**config.mk**
```make
export PLATFORM = sky130hd
export DESIGN_NAME = ps2_scancode_decoder_flat
export DESIGN_NICKNAME = d
export VERILOG_FILES = /design/src/rtl/ps2_pkg.sv /design/src/rtl/ps2_scancode_decoder_if.sv /design/src/rtl/ps2_event_fifo.sv /design/src/rtl/ps2_scancode_decoder.sv /design/src/flat_wrapper.sv
export SDC_FILE = /design/constraint.sdc
export NUM_CORES = 1
export LEC_CHECK = 0
export CAP_MARGIN = 20
export CORE_AREA = 3 3 97 99
export DETAILED_ROUTE_END_ITERATION = 7
export DIE_AREA = 0 0 100 102
export PLACE_DENSITY = 0.74
export REMOVE_ABC_BUFFERS = 1
export SLEW_MARGIN = 20
export SYNTH_ARGS = -nofsm -noshare
export SYNTH_HDL_FRONTEND = slang
export SYNTH_SLANG_ARGS = --single-unit
```
**constraint.sdc**
```tcl
create_clock -name clk -period 6.1 [get_ports clk]
set_input_delay 1.22 -clock clk [delete_from_list [all_inputs] [get_ports clk]]
set_output_delay 1.22 -clock clk [all_outputs]
set_load 0.01 [all_outputs]
```
**src/rtl/ps2_pkg.sv**
```systemverilog
// ----------------------------------------------------------------------------
// ps2_pkg
// Shared definitions for the PS/2 scan-code decoder slice.
//   - Scan-code set 2 prefix and device status byte constants
//   - Decoder FSM state encoding
//   - Key event record {brk, ext, code[7:0]} (10 bits)
//   - Small byte-classification helpers used by the decoder
// ----------------------------------------------------------------------------
package ps2_pkg;

    // Prefix bytes
    localparam logic [7:0] SC_EXT    = 8'hE0;
    localparam logic [7:0] SC_BRK    = 8'hF0;
    localparam logic [7:0] SC_PAUSE  = 8'hE1;

    // Device status bytes
    localparam logic [7:0] SC_BAT    = 8'hAA;
    localparam logic [7:0] SC_ACK    = 8'hFA;
    localparam logic [7:0] SC_RESEND = 8'hFE;
    localparam logic [7:0] SC_ERR0   = 8'h00;
    localparam logic [7:0] SC_ERR1   = 8'hFF;

    // Pause is E1 followed by seven more bytes; the counter is loaded on the E1
    localparam logic [2:0] PAUSE_SKIP = 3'd7;

    localparam int EVENT_W = 10;

    typedef struct packed {
        logic       brk;
        logic       ext;
        logic [7:0] code;
    } ps2_event_t;

    typedef enum logic [2:0] {
        ST_IDLE,
        ST_EXT,
        ST_BRK,
        ST_EXT_BRK,
        ST_PAUSE
    } dec_state_t;

    function automatic logic is_status(input logic [7:0] b);
        return (b == SC_BAT) || (b == SC_ACK) || (b == SC_RESEND) ||
               (b == SC_ERR0) || (b == SC_ERR1);
    endfunction

    function automatic logic is_prefix(input logic [7:0] b);
        return (b == SC_EXT) || (b == SC_BRK) || (b == SC_PAUSE);
    endfunction

endpackage

```
**src/rtl/ps2_scancode_decoder_if.sv**
```systemverilog
// ----------------------------------------------------------------------------
// ps2_scancode_decoder_if
// Bundles the byte input, key event handshake and status/overflow signals of
// the PS/2 scan-code decoder.
//   rx_ready/rx_data          : byte stream from the PS/2 receiver
//   ev_valid/ev_break/ev_ext/
//   ev_code/ev_ack            : show-ahead key event queue with valid/ack
//   status_pulse/status_code  : device status byte notification
//   overflow/ovf_clr          : sticky event-drop flag and its clear
// master = receiver + consumer side, slave = decoder.
// ----------------------------------------------------------------------------
interface ps2_scancode_decoder_if;

    logic       rx_ready;
    logic [7:0] rx_data;
    logic       ev_valid;
    logic       ev_break;
    logic       ev_ext;
    logic [7:0] ev_code;
    logic       ev_ack;
    logic       status_pulse;
    logic [7:0] status_code;
    logic       overflow;
    logic       ovf_clr;

    modport master (
        output rx_ready, rx_data, ev_ack, ovf_clr,
        input  ev_valid, ev_break, ev_ext, ev_code,
               status_pulse, status_code, overflow
    );

    modport slave (
        input  rx_ready, rx_data, ev_ack, ovf_clr,
        output ev_valid, ev_break, ev_ext, ev_code,
               status_pulse, status_code, overflow
    );

endinterface

```
**src/rtl/ps2_event_fifo.sv**
```systemverilog
// ----------------------------------------------------------------------------
// ps2_event_fifo
// Synchronous show-ahead FIFO of key event records.
//   clk, reset : clock and synchronous active-high reset (empties the queue)
//   push       : write push_data this cycle (accepted if not full, or if a
//                pop frees a slot in the same cycle)
//   push_data  : event record to enqueue
//   pop        : remove head this cycle (ignored when empty)
//   head       : current head record, zero while empty
//   full/empty : occupancy flags
// ----------------------------------------------------------------------------
module ps2_event_fifo
    import ps2_pkg::*;
#(
    parameter int FIFO_DEPTH = 8
) (
    input  logic       clk,
    input  logic       reset,
    input  logic       push,
    input  ps2_event_t push_data,
    input  logic       pop,
    output ps2_event_t head,
    output logic       full,
    output logic       empty
);

    localparam int AW = $clog2(FIFO_DEPTH);
    localparam logic [AW:0] DEPTH_C = (AW + 1)'(FIFO_DEPTH);

    ps2_event_t    mem [FIFO_DEPTH];
    logic [AW-1:0] wr_ptr;
    logic [AW-1:0] rd_ptr;
    logic [AW:0]   count;
    logic          do_push;
    logic          do_pop;

    // A pop on an empty queue is meaningless; a push into a full queue only
    // lands when the same-cycle pop makes room for it.
    assign do_pop  = pop && !empty;
    assign do_push = push && (!full || do_pop);

    assign full  = (count == DEPTH_C);
    assign empty = (count == '0);
    assign head  = empty ? '0 : mem[rd_ptr];

    // Storage needs no reset: a slot is only visible after it was written.
    always_ff @(posedge clk) begin
        if (do_push) begin
            mem[wr_ptr] <= push_data;
        end
    end

    // Pointers wrap naturally because the depth is a power of two; the count
    // carries one extra bit so full and empty are distinguishable.
    always_ff @(posedge clk) begin
        if (reset) begin
            wr_ptr <= '0;
            rd_ptr <= '0;
            count  <= '0;
        end else begin
            if (do_push) begin
                wr_ptr <= wr_ptr + 1'b1;
            end
            if (do_pop) begin
                rd_ptr <= rd_ptr + 1'b1;
            end
            case ({do_push, do_pop})
                2'b10:   count <= count + 1'b1;
                2'b01:   count <= count - 1'b1;
                default: count <= count;
            endcase
        end
    end

endmodule

```
**src/rtl/ps2_scancode_decoder.sv**
```systemverilog
// ----------------------------------------------------------------------------
// ps2_scancode_decoder
// Turns the PS/2 set-2 byte stream into single key events (make/break,
// extended, Pause), queues them for a valid/ack consumer, and filters device
// status bytes into a separate pulse + held code.
//   clk    : system clock (receiver pulses already in this domain)
//   reset  : synchronous active-high reset; drops partial prefixes and the queue
//   bus    : ps2_scancode_decoder_if.slave
//            rx_ready/rx_data in, ev_* event queue head + ev_ack,
//            status_pulse/status_code, overflow/ovf_clr
// ----------------------------------------------------------------------------
module ps2_scancode_decoder
    import ps2_pkg::*;
#(
    parameter int FIFO_DEPTH = 8
) (
    input  logic                   clk,
    input  logic                   reset,
    ps2_scancode_decoder_if.slave  bus
);

    dec_state_t state;
    dec_state_t next_state;
    logic [2:0] skip;
    logic [2:0] next_skip;
    logic       push;
    ps2_event_t push_rec;
    logic       status_hit;

    ps2_event_t head;
    logic       fifo_full;
    logic       fifo_empty;
    logic       pop;

    // Decoder state and Pause skip counter only move when the combinational
    // logic below decides so, which is only in rx_ready cycles.
    always_ff @(posedge clk) begin
        if (reset) begin
            state <= ST_IDLE;
            skip  <= '0;
        end else begin
            state <= next_state;
            skip  <= next_skip;
        end
    end

    // Prefix tracking. A status byte aborts any pending prefix except inside
    // Pause, whose eight bytes are consumed blindly. Prefixes arriving after a
    // break prefix are protocol errors and are dropped without an event.
    always_comb begin
        next_state = state;
        next_skip  = skip;
        push       = 1'b0;
        push_rec   = '0;
        status_hit = 1'b0;
        if (bus.rx_ready) begin
            unique case (state)
                ST_IDLE: begin
                    if (bus.rx_data == SC_EXT) begin
                        next_state = ST_EXT;
                    end else if (bus.rx_data == SC_BRK) begin
                        next_state = ST_BRK;
                    end else if (bus.rx_data == SC_PAUSE) begin
                        next_state = ST_PAUSE;
                        next_skip  = PAUSE_SKIP;
                    end else if (is_status(bus.rx_data)) begin
                        status_hit = 1'b1;
                    end else begin
                        push     = 1'b1;
                        push_rec = '{brk: 1'b0, ext: 1'b0, code: bus.rx_data};
                    end
                end
                ST_EXT: begin
                    if (bus.rx_data == SC_BRK) begin
                        next_state = ST_EXT_BRK;
                    end else if (bus.rx_data == SC_EXT) begin
                        next_state = ST_EXT;
                    end else if (is_status(bus.rx_data)) begin
                        status_hit = 1'b1;
                        next_state = ST_IDLE;
                    end else begin
                        push       = 1'b1;
                        push_rec   = '{brk: 1'b0, ext: 1'b1, code: bus.rx_data};
                        next_state = ST_IDLE;
                    end
                end
                ST_BRK, ST_EXT_BRK: begin
                    next_state = ST_IDLE;
                    if (is_status(bus.rx_data)) begin
                        status_hit = 1'b1;
                    end else if (!is_prefix(bus.rx_data)) begin
                        push     = 1'b1;
                        push_rec = '{brk: 1'b1, ext: (state == ST_EXT_BRK),
                                     code: bus.rx_data};
                    end
                end
                ST_PAUSE: begin
                    if (skip <= 3'd1) begin
                        next_skip  = '0;
                        next_state = ST_IDLE;
                        push       = 1'b1;
                        push_rec   = '{brk: 1'b0, ext: 1'b1, code: SC_PAUSE};
                    end else begin
                        next_skip = skip - 1'b1;
                    end
                end
                default: begin
                    next_state = ST_IDLE;
                    next_skip  = '0;
                end
            endcase
        end
    end

    // Status notification: one-cycle pulse with the code held until the next
    // status byte arrives.
    always_ff @(posedge clk) begin
        if (reset) begin
            bus.status_pulse <= 1'b0;
            bus.status_code  <= '0;
        end else begin
            bus.status_pulse <= status_hit;
            if (status_hit) begin
                bus.status_code <= bus.rx_data;
            end
        end
    end

    assign pop = bus.ev_ack && !fifo_empty;

    ps2_event_fifo #(
        .FIFO_DEPTH (FIFO_DEPTH)
    ) u_fifo (
        .clk       (clk),
        .reset     (reset),
        .push      (push),
        .push_data (push_rec),
        .pop       (pop),
        .head      (head),
        .full      (fifo_full),
        .empty     (fifo_empty)
    );

    // An event is lost only when the queue is full and nothing leaves it this
    // cycle. Setting takes priority over a simultaneous clear.
    always_ff @(posedge clk) begin
        if (reset) begin
            bus.overflow <= 1'b0;
        end else if (push && fifo_full && !pop) begin
            bus.overflow <= 1'b1;
        end else if (bus.ovf_clr) begin
            bus.overflow <= 1'b0;
        end
    end

    assign bus.ev_valid = !fifo_empty;
    assign bus.ev_break = head.brk;
    assign bus.ev_ext   = head.ext;
    assign bus.ev_code  = head.code;

endmodule

```
**src/flat_wrapper.sv**
```systemverilog
// flat-port wrapper written by rule: the top's interface ports become plain ports
module ps2_scancode_decoder_flat import ps2_pkg::*;
#(
    parameter int FIFO_DEPTH = 8
)
  (clk, reset, bus_rx_ready, bus_rx_data, bus_ev_ack, bus_ovf_clr, bus_ev_valid, bus_ev_break, bus_ev_ext, bus_ev_code, bus_status_pulse, bus_status_code, bus_overflow);
  ps2_scancode_decoder_if bus_i ();
  input  logic clk;
  input  logic reset;
  input wire logic [$bits(bus_i.rx_ready)-1:0] bus_rx_ready;
  input wire logic [$bits(bus_i.rx_data)-1:0] bus_rx_data;
  input wire logic [$bits(bus_i.ev_ack)-1:0] bus_ev_ack;
  input wire logic [$bits(bus_i.ovf_clr)-1:0] bus_ovf_clr;
  output wire logic [$bits(bus_i.ev_valid)-1:0] bus_ev_valid;
  output wire logic [$bits(bus_i.ev_break)-1:0] bus_ev_break;
  output wire logic [$bits(bus_i.ev_ext)-1:0] bus_ev_ext;
  output wire logic [$bits(bus_i.ev_code)-1:0] bus_ev_code;
  output wire logic [$bits(bus_i.status_pulse)-1:0] bus_status_pulse;
  output wire logic [$bits(bus_i.status_code)-1:0] bus_status_code;
  output wire logic [$bits(bus_i.overflow)-1:0] bus_overflow;
  assign bus_i.rx_ready = bus_rx_ready;
  assign bus_i.rx_data = bus_rx_data;
  assign bus_i.ev_ack = bus_ev_ack;
  assign bus_i.ovf_clr = bus_ovf_clr;
  assign bus_ev_valid = bus_i.ev_valid;
  assign bus_ev_break = bus_i.ev_break;
  assign bus_ev_ext = bus_i.ev_ext;
  assign bus_ev_code = bus_i.ev_code;
  assign bus_status_pulse = bus_i.status_pulse;
  assign bus_status_code = bus_i.status_code;
  assign bus_overflow = bus_i.overflow;
  ps2_scancode_decoder #(.FIFO_DEPTH(FIFO_DEPTH)) u_core (.clk(clk), .reset(reset), .bus(bus_i));
endmodule
```
Yosys cells after proc, flatten, opt, wreduce, memory -nomap -nowiden
Memories as Yosys holds them, arrays and structs flattened. A register that Yosys moved wholly into a read port is not among the register bits.
Index checks and enable logic that the tools add are counted.
Widths: inputs -> output; s select.
- output and inout port bits: 21
- memories kept: 1
- bits of input ports: 13
- register bits: 26
- word-level logic and storage cells: 110
- memory bits (writable): 80
- memory list (name ; words ; bits a word ; rd ports ; clocked after Yosys merged registers in ; wr ports ; RTL line ; source):
    u_core.u_fifo.mem ; 8 ; 10 ; 1 ; 1 ; 1 ; ps2_event_fifo.sv:30 ; ps2_event_t mem [FIFO_DEPTH];
- reduce and logical (&&, ||, !) cells: 24
- muxes and demuxes: 51
- $lt $le $gt $ge: 1
- equality and inequality tests: 19
- $add $sub $neg: 5
- bitwise operators: 1
- operator list (kind ; count):
    $mux 10 ; 9
    $eq 8x8->1 const B ; 7
    $pmux 10 s4 ; 1
    $mux 3 ; 11
    $mux 1 ; 22
    $mux 9 ; 2
    $pmux 3 s3 ; 2
    $logic_not 8->1 ; 1
    $mux 8 ; 1
    $pmux 4 s2 ; 1
    $logic_or 1x1->1 ; 7
    $add 3x1->3 const B ; 2
    $eq 3x2->1 const B ; 2
    $logic_and 1x1->1 ; 5
    $reduce_and 5->1 ; 1
    $add 4x1->4 const B ; 1
    $eq 4x4->1 const B ; 1
    $logic_not 4->1 ; 1
    $ne 2x1->1 const B ; 2
    $ne 2x2->1 const B ; 2
    $ne 4x1->1 const B ; 1
    $pmux 1 s4 ; 1
    $reduce_bool 2->1 ; 2
    $sub 4x1->4 const B ; 1
    13 further kinds ; 15

Longest topological paths before layout
Gate-level depths: netlist (run 1).
- depth after elaboration: 14
- gate-level depth with buffers: 12
- depth with buffers taken out: 12

Hierarchy
A second synthesis (run 1) with hierarchy kept.
- cells, all modules: 336
- area, all modules: 4773.3 µm²
- by module, submodules not included (module ; seq. area each (µm²) ; cells an instance ; area an instance (µm²) ; times used):
    ps2_event_fifo ; 2662.6 ; 208 ; 3759.9 ; 1
    ps2_scancode_decoder ; 320.3 ; 128 ; 1013.5 ; 1

Worst setup path after synthesis (run 1)
No wires, ideal clock.
- path type: input -> register
- start: input port bus_rx_data[0]
- end: memory u_core.u_fifo.mem[2][0] (netlist name) (enable)
- stages on the path: 6
- slack: 2.330 ns
- path buffers: 1
- arrival: 3.362 ns
- required time: 5.693 ns
- setup time: 0.407 ns
- cells stage by stage: buf_2 nor3_1 a31o_1 a211oi_2 o21ai_4 nor4b_1
- longest elaborated chain between the ends: 14
- elaborated cells on any way between the ends: 27
- classes of those cells: 7 x eq/ne; 12 x mux; 8 x reduce/logical
- ends and longest elaborated chain (item ; RTL line ; source):
    from (decl) ; flat_wrapper.sv:11 ; input wire logic [$bits(bus_i.rx_data)-1:0] bus_rx_data;
    $eq 8x8->1 ; ps2_pkg.sv:43 ; return (b == SC_BAT) || (b == SC_ACK) || (b == SC_RESEND) ||
    $logic_or 1x1->1 (3 in series) ; ps2_pkg.sv:43 ;
    $logic_or 1x1->1 ; ps2_pkg.sv:44 ; (b == SC_ERR0) || (b == SC_ERR1);
    $mux 1 ; ps2_scancode_decoder.sv:66, ps2_scancode_decoder.sv:78 ;
    $mux 1 ; ps2_scancode_decoder.sv:63 ; end else if (bus.rx_data == SC_PAUSE) begin
    $mux 1 ; ps2_scancode_decoder.sv:61 ; end else if (bus.rx_data == SC_BRK) begin
    $mux 1 ; ps2_scancode_decoder.sv:59 ; if (bus.rx_data == SC_EXT) begin
    $pmux 1 s4 * ; ps2_scancode_decoder.sv:57 ; unique case (state)
    $mux 1 * ; ps2_scancode_decoder.sv:56 ; if (bus.rx_ready) begin
    $logic_and 1x1->1 * ; ps2_event_fifo.sv:40 ; assign do_push = push && (!full || do_pop);
    $mux 1 * ; ps2_event_fifo.sv:48 ; if (do_push) begin
    $mux 1 (not written as such) * ; ps2_event_fifo.sv:49 ; mem[wr_ptr] <= push_data;
    to (decl) ; ps2_event_fifo.sv:30 ;
Every way passes the cells marked *; elsewhere a longest branch is shown, timed or not.

Final worst setup path (run 1)
- start: input port bus_rx_data[0]
- end: register u_core.u_fifo.count[3]
- longest elaborated chain between the ends: 14
- elaborated cells on any way between the ends: 29
- classes of those cells: 9 x eq/ne; 11 x mux; 9 x reduce/logical
- ends and longest elaborated chain (item ; RTL line ; source):
    $eq 8x8->1 ; ps2_pkg.sv:43 ;
    $logic_or 1x1->1 (3 in series) ; ps2_pkg.sv:43 ;
    $logic_or 1x1->1 ; ps2_pkg.sv:44 ;
    $mux 1 ; ps2_scancode_decoder.sv:66, ps2_scancode_decoder.sv:78 ;
    $mux 1 ; ps2_scancode_decoder.sv:63 ;
    $mux 1 ; ps2_scancode_decoder.sv:61 ;
    $mux 1 ; ps2_scancode_decoder.sv:59 ;
    $pmux 1 s4 * ; ps2_scancode_decoder.sv:57 ;
    $mux 1 * ; ps2_scancode_decoder.sv:56 ;
    $logic_and 1x1->1 * ; ps2_event_fifo.sv:40 ;
    $eq 2x1->1 / $eq 2x2->1 (equally long branches) ; ps2_event_fifo.sv:67 ; case ({do_push, do_pop})
    $pmux 4 s2 / $reduce_bool 2->1 (equally long branches) ; n/a ;
    to (signal assigned) ; ps2_event_fifo.sv:68 ; 2'b10: count <= count + 1'b1;
    to (signal assigned) ; ps2_event_fifo.sv:69 ; 2'b01: count <= count - 1'b1;
    to (signal assigned) ; ps2_event_fifo.sv:70 ; default: count <= count;
    to (decl) ; ps2_event_fifo.sv:33 ; logic [AW:0] count;
Marks and branches as above.
A chain may end at the register's enable or synchronous reset.

==> impl.org, run 1 <==
** Synth
- YS warnings :: 0
- Register area share after synthesis :: 63.6%
- After synthesis the netlist holds a flip-flop and latch count of 109.
- Cell taking the most area after synthesis :: sky130_fd_sc_hd__edfxtp_1
- Number of distinct standard cells referenced by the synthesized netlist :: 52
- After synthesis, the largest area contributor takes up a little over 50% of total cell area.
- In this run, synthesis inferred 80 flip-flops with an integrated enable.
- Most common flop cell mapped by yosys :: sky130_fd_sc_hd__edfxtp_1
- By area the synthesized netlist is led by sky130_fd_sc_hd__edfxtp_1, sky130_fd_sc_hd__dfxtp_1, sky130_fd_sc_hd__mux4_2, sky130_fd_sc_hd__nor2_1, sky130_fd_sc_hd__mux2i_1.
- After synthesis the cells add up to 0.00469 mm2.
- In the synthesized netlist, the number of instances is 320.
- A synthesized cell averages about 15 um2.
- Counting flops with an async set or reset pin after synthesis yields a share of 0%.

** Critical path
- Maximum fanout encountered on the critical timing path :: 9
- Type of element capturing the critical path :: register
- The worst setup path is launched from an input port.
- The slowest stage of the critical path is the sky130_fd_sc_hd__clkdlybuf4s50_1 cell.
- Max stage delay on crit path :: about 700 ps
- Crit-path leading delay family :: compound AO/OA/AOI/OAI gates
- The signal on the critical path passes through clkdlybuf4s50_1 > nor3_1 > a31o_1 > a2111oi_2 > or2_4 > inv_1 > ha_1 > a21o_1 > a21o_1 > or3_1 > a21o_1 > a21oi_2.
- Startpoint-to-endpoint class of the critical path :: in -> reg
- Counting stages on the worst path, the most repeated cell is sky130_fd_sc_hd__a21o_1.
- At the worst endpoint, the arrival time is 4360 ps.
- Critical path required time :: ~6400 ps
- Together, buffers and inverters on the worst path number 2.

** Clock tree
- In this run, post-CTS hold repair placed 0 buffers.
- Counting every sink on the clock net gives ~110.
- Cts repair resizes :: 0
- Inserted Clock Buffers :: 9
- The tree is rooted in a sky130_fd_sc_hd__clkbuf_8.
- No sink is reached through more buffers than the 2 on the longest clock path.
- H-tree lvl count :: 3
- Clock-pin slew was measured on the worst setup and hold paths at about 100 ps.
- TritonCTS built the clock tree.
- The later pin in the worst-skew pair is clocked with a latency of 360 ps.
- Post-CTS setup buffer count :: 0

** Pwr
- Portion of total power attributed to sequential cells :: roughly half
- The internal portion of the total power is around 0.0013 W.
- The share of total power dissipated in the clock network is 21.7%.
- Power Dens Cells :: about 330 mW/mm2
- The analysis attributes to net switching a power of 0.000530 W.
- Combinational Power Share :: 29.5%
- In this run switching power makes up between 20% and 30% of total power.
- The completed layout was analyzed and its total power is about 0.0018 W.
- VDD sags by at most 176 uV.
- Leakage :: around 1.8 nW

** STA
- Final sum of negative setup slack :: 0 ps
- Worst slew margin relative to its limit :: between 30% and 40%
- The final-report hold violation count came to 0.
- Setup repair after global routing missed its margin :: false
- Setup violations remaining at the end of the flow were counted as 0.
- Final max-slew violation count :: 0
- Maximum achievable frequency :: 245 MHz
- Setup slack on the critical path of the routed design comes to ~2000 ps.
- Across the routed clock network, the largest skew measured is 10.0 ps.
- Tmin final :: 4090 ps
- Fraction of the cycle the final worst path needs :: 67.0%
- For the pin with the worst max-slew slack, the measured transition is 1000 ps.

** Place
- Setup Slack @ Placement :: 1670 ps
- HPWL Detailed :: 6.08 mm
- Placer congestion estimate :: 0.927
- Placed cell areas :: 0.00522 mm2
- Count of buffers inserted at the top-level ports :: 33

** Floorplanning
- Die ar. :: 0.0102 mm2
- X dimension of the die :: roughly 100 um
- 34 I/O pins were placed.
- Die height :: 102 um
- Once the floorplan was initialized, standard cells occupied approximately 54% of the core.
- Placement Rows :: 34
- Core area :: approximately 0.0086 mm2

** Routing
- For this run, design rule violations remaining after detail routing come to 0.
- In this run, the number of DRC markers left after iteration 0 of detailed routing was 190.
- Total iterations of the first detailed-routing run :: 4
- Once detail routing completed, the nets flagged for antenna violations numbered 0.
- In the final routed layout, each cell accounts on average for around 19 um.
- DR vias :: 2730
- Using the TritonRoute via totals, the vias-per-cell ratio works out to 5.78.
- Wire length after detailed routing :: 8.94 mm

** Global route
- The first global-routing pass estimated 14.6 mm of wire.
- The number of antenna violations at the first check in global routing is 0.
- For this run, the total global-route usage over all layers was measured as 19.0%.
- Entering global routing, the biggest net connects 27 pins.
- Number of global-route vias before repair :: 2741
- Global routing finished with a remaining overflow of 0.

** Final layout
- Multi-input logic area :: 0.00166 mm2
- Leaving out fill and tap cells, the most frequent cell in the layout is sky130_fd_sc_hd__edfxtp_1.
- After routing the design area is 0.00540 mm2.
- Relative to the synthesized area, the layout overhead comes to 15.2%.
- After filler insertion, the fill cell instance count of the layout stands at 667.
- Diode insertion count for antenna repair :: 0
- For this run, the share of the core covered by cells in the final layout is 62.5%.
- Total area of sequential cells :: between 0.002 and 0.003 mm2
- In the final layout, the share of cells above drive strength 1 is 17.6%.
- The final layout contains approximately 380 nets.
- Leaving out fill and tap cells, the most frequent cells in the layout are sky130_fd_sc_hd__edfxtp_1, sky130_fd_sc_hd__nor2_1, sky130_fd_sc_hd__clkdlybuf4s50_1.

** Flow run
- Max capacitance violation total :: 0

** Min path
- The worst hold path belongs to the class reg -> reg.

** Status
- The run finished with clean final reports.
[state kept, by name, indices dropped and copies added, names as in the netlist, 3 cells and up, named ones only]
register,count
u_core.u_fifo.mem,80
u_core.bus.status_code,8
u_core.u_fifo.count,4
u_core.skip,3
u_core.state,3
u_core.u_fifo.rd_ptr,3
u_core.u_fifo.wr_ptr,3
[routing by layer]
metal / global-route usage, % / vias up / share of wire, %
met5: 0 / - / 0
met4: 4.66 / 0 / 0.66
met1: 25.9 / 1356 / 44
met2: 31.7 / 73 / 51
met3: 3.82 / 4 / 4.2
li1: - / 1297 / -
[final cells by class]
| type | count | area share [%] |
|---|---|---|
| clock buffer | 9 | 2.29 |
| clock inverter | 7 | 0.950 |
| tap | 108 | 2.50 |
| timing repair buffer | 41 | 7.23 |
| inverter | 14 | 0.974 |
| sequential | 109 | 55.3 |
| multi-input combinational | 184 | 30.8 |
[path summary, 6_finish.rpt]
kind	start	to	slack, ps	cells after the start
max	bus_rx_data[0]	u_core.u_fifo.count[3]	2010	12
min	u_core.bus.status_code[5]	u_core.bus.status_code[5]	500	2
max reg2reg	u_core.state[1]	u_core.u_fifo.mem[7][6]	3090	6
min reg2reg	u_core.bus.status_code[5]	u_core.bus.status_code[5]	500	2
[synth_stat cells (2+ instances only)]
| cell type | n |
|---|---|
| sky130_fd_sc_hd__o21a_1 | 5 |
| sky130_fd_sc_hd__and2_1 | 5 |
| sky130_fd_sc_hd__mux2i_1 | 15 |
| sky130_fd_sc_hd__ha_1 | 6 |
| sky130_fd_sc_hd__o21ai_1 | 2 |
| sky130_fd_sc_hd__or3_1 | 2 |
| sky130_fd_sc_hd__nor4_1 | 5 |
| sky130_fd_sc_hd__inv_1 | 14 |
| sky130_fd_sc_hd__xnor2_1 | 4 |
| sky130_fd_sc_hd__a21oi_1 | 12 |
| sky130_fd_sc_hd__mux2_1 | 2 |
| sky130_fd_sc_hd__o211ai_1 | 2 |
| sky130_fd_sc_hd__edfxtp_1 | 80 |
| sky130_fd_sc_hd__nor2b_1 | 2 |
| sky130_fd_sc_hd__o221a_2 | 2 |
| sky130_fd_sc_hd__nor3_1 | 5 |
| sky130_fd_sc_hd__clkbuf_1 | 10 |
| sky130_fd_sc_hd__a21o_1 | 4 |
| sky130_fd_sc_hd__nand4_1 | 3 |
| sky130_fd_sc_hd__and3_1 | 2 |
| sky130_fd_sc_hd__a31oi_1 | 2 |
| sky130_fd_sc_hd__nor2_1 | 41 |
| sky130_fd_sc_hd__dfxtp_1 | 29 |
| sky130_fd_sc_hd__o21ai_0 | 4 |
| sky130_fd_sc_hd__nand3_1 | 2 |
| sky130_fd_sc_hd__mux4_2 | 20 |
| sky130_fd_sc_hd__nand2_1 | 12 |
| sky130_fd_sc_hd__nor4b_1 | 4 |
[cells by family (layout without fill, tap and decap cells)]
| group | count (synthesis) | count (layout) | share of synthesized area, % |
|---|---|---|---|
| fa+ha+maj | 7 | 7 | 2.03 |
| xor+xnor | 5 | 5 | 0.934 |
| buf+inv | 27 | 71 | 2.35 |
| simple gates | 89 | 89 | 9.66 |
| flops | 109 | 109 | 63.6 |
| mux | 37 | 37 | 13.3 |
| compound gates | 46 | 46 | 8.09 |
[tightest hold or removal path, cell delays in order (launching register included)]
cell and delay [ps]:
sky130_fd_sc_hd__dfxtp_1 340, sky130_fd_sc_hd__a21oi_1 60, sky130_fd_sc_hd__nor2_1 70
[power by group through the flow]
stage               logic [W]  clock network, W  registers [W]
global placement     0.000531                 0       0.000893
CTS                  0.000541          0.000402       0.000878
detailed placement   0.000539                 0       0.000895
finish               0.000531          0.000390       0.000877
global route         0.000581          0.000436       0.000884
floorplan            0.000303                 0       0.000908
[stage by stage]
| stage | hold WS, ps | cells |
|---|---|---|
| 2_1_floorplan | 447 | 307 |
| 3_3_place_gp | 474 | 456 |
| 3_5_place_dp | 476 | 456 |
| 4_1_cts | 502 | 472 |
| 5_1_grt | 516 | 472 |
| 6_report | 498 | 472 |
Power figures use the tool's default switching activity.
==> inputs of run 2 (changes only) <==
- CORE_AREA: 3 3 97 99 -> 3 3 99 101
- DIE_AREA: 0 0 100 102 -> 0 0 102 104
- clock period: 6.1 -> 3.4 ns (I/O delays scaled with it)
==> impl.org, run 2 (synthesis gave the netlist of run 1 again) <==
** Final layout
- Ranked by flip-flop count, first place goes to u_core.u_fifo.mem.
- The sequential standard cell area is 0.00298 mm2 (unchanged).
- Max FFs per register :: 80 (unchanged)
- The share of layout cells above drive strength 1 came to 22.9% (+5.4 points).
- Leading cell types in the layout, fill and taps excluded :: sky130_fd_sc_hd__edfxtp_1, sky130_fd_sc_hd__nor2_1, sky130_fd_sc_hd__clkdlybuf4s50_1
- Core utilization of the finished layout :: 61.4% (-1.1 points)
- The antenna diode count is 0 (unchanged).
- The area of the multi-input gates came to 0.00164 mm2 (-1.1%).
- Compared with the post-synthesis result, the final layout area differs by 19.4%.
- Area of all placed cells without fillers :: 0.00560 mm2 (+3.7%)
- The fill cell total of the finished layout is 718 (+7.6%).
- Cell Count, Final, Fillers Out :: 499 (+5.7%)
- The largest registers in the layout are u_core.u_fifo.mem x80, u_core.bus.status_code x8, u_core.u_fifo.count x4.
- Leaving out fill and tap cells, the most frequent cell in the layout is sky130_fd_sc_hd__edfxtp_1.
- The number of nets in the layout was 403 (+6.3%).

** Pwr
- The power density of the placed cells came to 599 mW/mm2 (+80%).
- Total power :: 0.00335 W (+86%)
- Leakage :: 1.93 nW (+7.8%)
- Portion of total power attributed to sequential cells :: 46.5% (-2.3 points)
- Worst supply voltage drop on vdd :: 437 uV (+150%)
- Combinational Power Share :: 30.0% (+0.5 points)
- The net switching power came to 0.000963 W (+82%).
- Sw frac :: 28.8% (-0.75 points)
- Internal portion of total power :: 0.00239 W (+88%)
- Share of total power in the clock network :: 23.5% (+1.8 points)

** Place
- The post-placement setup slack came to -215 ps (-1880 ps).
- The cell area after placement came to 0.00538 mm2 (+3.2%).
- Count of buffers inserted at the top-level ports :: 33 (unchanged)
- Placer congestion estimate :: 0.834 (-10%)
- The cell count after placement was 483 (+5.9%).
- The HPWL after detailed placement is 6.30 mm (+3.6%).

** STA
- Hold violation count in the final report :: 0 (unchanged)
- Setup repair after global routing missed its margin :: false
- Worst setup slack after layout :: 133 ps (-1880 ps)
- The worst clock skew came to 7.65 ps (-2.35 ps).
- Fraction of the cycle the final worst path needs :: a little over nine tenths
- After layout, the minimum clock period comes to between 3000 and 4000 ps.
- Final max-slew violation count :: 0 (unchanged)
- Final setup violation count :: 0 (unchanged)
- Transition at the pin with the smallest max-transition slack :: 792 ps (-210 ps)
- The worst slew margin relative to its limit came to 46.8% (+14 points).
- Maximum achievable frequency :: 306 MHz

** Critical path
- CP Depth :: 12 (unchanged)
- Critical path, cell by cell :: clkdlybuf4s50_1 > or3_4 > a221oi_4 > a2111oi_2 > or2_4 > inv_1 > ha_1 > a21o_1 > a21o_1 > or3_1 > a21o_1 > a21oi_2
- Max stage delay on crit path :: 480 ps (-220 ps)
- The arrival time reported for the critical path endpoint was 3550 ps (-810 ps).
- Capture point of the worst path :: u_core.u_fifo.count[3]
- The worst setup path is of the in -> reg kind.
- The depth of the worst register-to-register path came to 10 (+4).
- Crit-path leading delay family :: compound AO/OA/AOI/OAI gates
- Master of the slowest instance on the critical path :: sky130_fd_sc_hd__clkdlybuf4s50_1
- Buffers and inverters on the worst path :: 2 (unchanged)
- STA classifies the critical path endpoint as a register.
- By instance count, the cell type seen most on the critical path is sky130_fd_sc_hd__a21o_1.
- Critical path required time :: 3690 ps (-2680 ps)
- The worst setup path is launched from an input port.
- Reg-to-reg setup timing slack :: 510 ps (-2580 ps)
- The startpoint identified for the worst register-to-register timing path is u_core.state[1].
- The worst register-to-register path ends at u_core.u_fifo.count[3].
- The top fanout value on the critical path came to 4 (-5).
- Start point of the critical path :: bus_rx_data[2]

** Floorplanning
- Effective utilization at floorplan :: 51.5% (-2.8 points)
- Die ar. :: 0.0106 mm2 (+4.0%)
- Placement Rows :: 35 (+2.9%)
- The top-level I/O count came to 34 (unchanged).
- The width of the chip was 102 um (+2.0%).
- Core area :: 0.00911 mm2 (+5.5%)
- The height of the die was 104 um (+2.0%).

** Status
- The run finished with clean final reports.

** Clock tree
- Inserted Clock Buffers :: 9 (unchanged)
- The number of hold-repair buffers added at the cts stage is 0 (unchanged).
- Clock tree buffer depth :: 2 (unchanged)
- TritonCTS clock tree :: done
- The latest clock arrival within the worst-skew pair is 360 ps (about the same).
- Clock slew at reported path FFs :: 100 ps (about the same)
- H-tree lvl count :: 3 (unchanged)
- Post-CTS setup buffer count :: 0 (unchanged)
- Cts repair resizes :: 0 (unchanged)
- Clk root buf :: sky130_fd_sc_hd__clkbuf_8
- Clock net sink count :: 109 (unchanged)

** Routing
- DRC violation count after routing :: 0 (unchanged)
- The total routed wirelength is 9.09 mm (+1.6%).
- Total iterations of the first detailed-routing run :: 4 (unchanged)
- DR vias :: 2799 (+2.5%)
- Vias per inst :: 5.61 (-3.0%)
- Wire per inst :: 18.2 um (-3.9%)
- Antenna-violating nets left :: 0 (unchanged)
- DRC marker count from the first detailed-route iteration :: 132 (-31%)

** Global route
- Maximum number of pins on one net before global-route repair :: 21 (-22%)
- The global-route wire length before repair came to 14.9 mm (+2.7%).
- The via count of the first global-routing pass came to 2840 (+3.6%).
- The final global-route overflow total is 0 (unchanged).
- The total routing resource utilization after global routing was 18.7% (-0.28 points).
- The number of antenna violations at the first check in global routing is 0 (unchanged).

** Flow run
- The number of violations of the max-capacitance limit came to 0 (unchanged).

** Min path
- The min-delay analysis places its worst path in the category reg -> reg.
## run 2: changes by cell type in the layout (fill, tap and decap cells not counted), moves of 2 or more
cell / before / now
sky130_fd_sc_hd__nor4_2: 3 / 5
sky130_fd_sc_hd__clkinvlp_4: 2 / 0
sky130_fd_sc_hd__nor4_4: 2 / 0
sky130_fd_sc_hd__buf_4: 8 / 32
## run 2: power groups by stage
stage          logic (W)  registers, W  clock network, W
2_1_floorplan   0.000544       0.00163                 0
3_3_place_gp     0.00100       0.00158                 0
3_5_place_dp     0.00102       0.00159                 0
4_1_cts          0.00102       0.00156          0.000809
5_1_grt          0.00111       0.00157          0.000865
6_report         0.00100       0.00156          0.000789
## run 2: routing by layer
layer | track usage, % | up-vias | share of wire, %
li1 | - | 1352 | -
met1 | 25.3 | 1373 | 45
met2 | 30.0 | 61 | 51
met3 | 3.49 | 13 | 3.0
met4 | 6.75 | 0 | 1.6
met5 | 0 | - | 0
## run 2: worst min-delay path by stage
stage                                        from                       to  slack [ps]  cells after the start
final                     u_core.u_fifo.rd_ptr[1]  u_core.u_fifo.rd_ptr[1]         490                      2
after global routing      u_core.u_fifo.rd_ptr[1]  u_core.u_fifo.rd_ptr[1]         530                      2
after CTS                 u_core.u_fifo.rd_ptr[1]  u_core.u_fifo.rd_ptr[1]         500                      2
after detailed placement  u_core.u_fifo.rd_ptr[1]  u_core.u_fifo.rd_ptr[1]         480                      2
after global placement    u_core.u_fifo.rd_ptr[1]  u_core.u_fifo.rd_ptr[1]         470                      2
after floorplan           u_core.u_fifo.rd_ptr[1]                 register         450                      2
## run 2: area by class of cell
type                            count  share of cell area, %
Inverter                           14                  0.939
Clock inverter                      7                   1.50
Multi-Input combinational cell    184                   29.4
Timing Repair Buffer               65                   10.2
Clock buffer                        9                   2.21
Tap cell                          111                   2.48
Sequential cell                   109                   53.3
## run 2: stage by stage
step / TNS [ps] / hold WS [ps]
after floorplan: 0 / 447
after global placement: -139 / 471
after detailed placement: -215 / 481
after CTS: 0 / 496
after global routing: 0 / 529
final: 0 / 494
## run 2: tightest hold or removal path: stages (launching register included)
cell and delay [ps]:
sky130_fd_sc_hd__dfxtp_1 330, sky130_fd_sc_hd__nand2_1 50, sky130_fd_sc_hd__a21oi_1 70
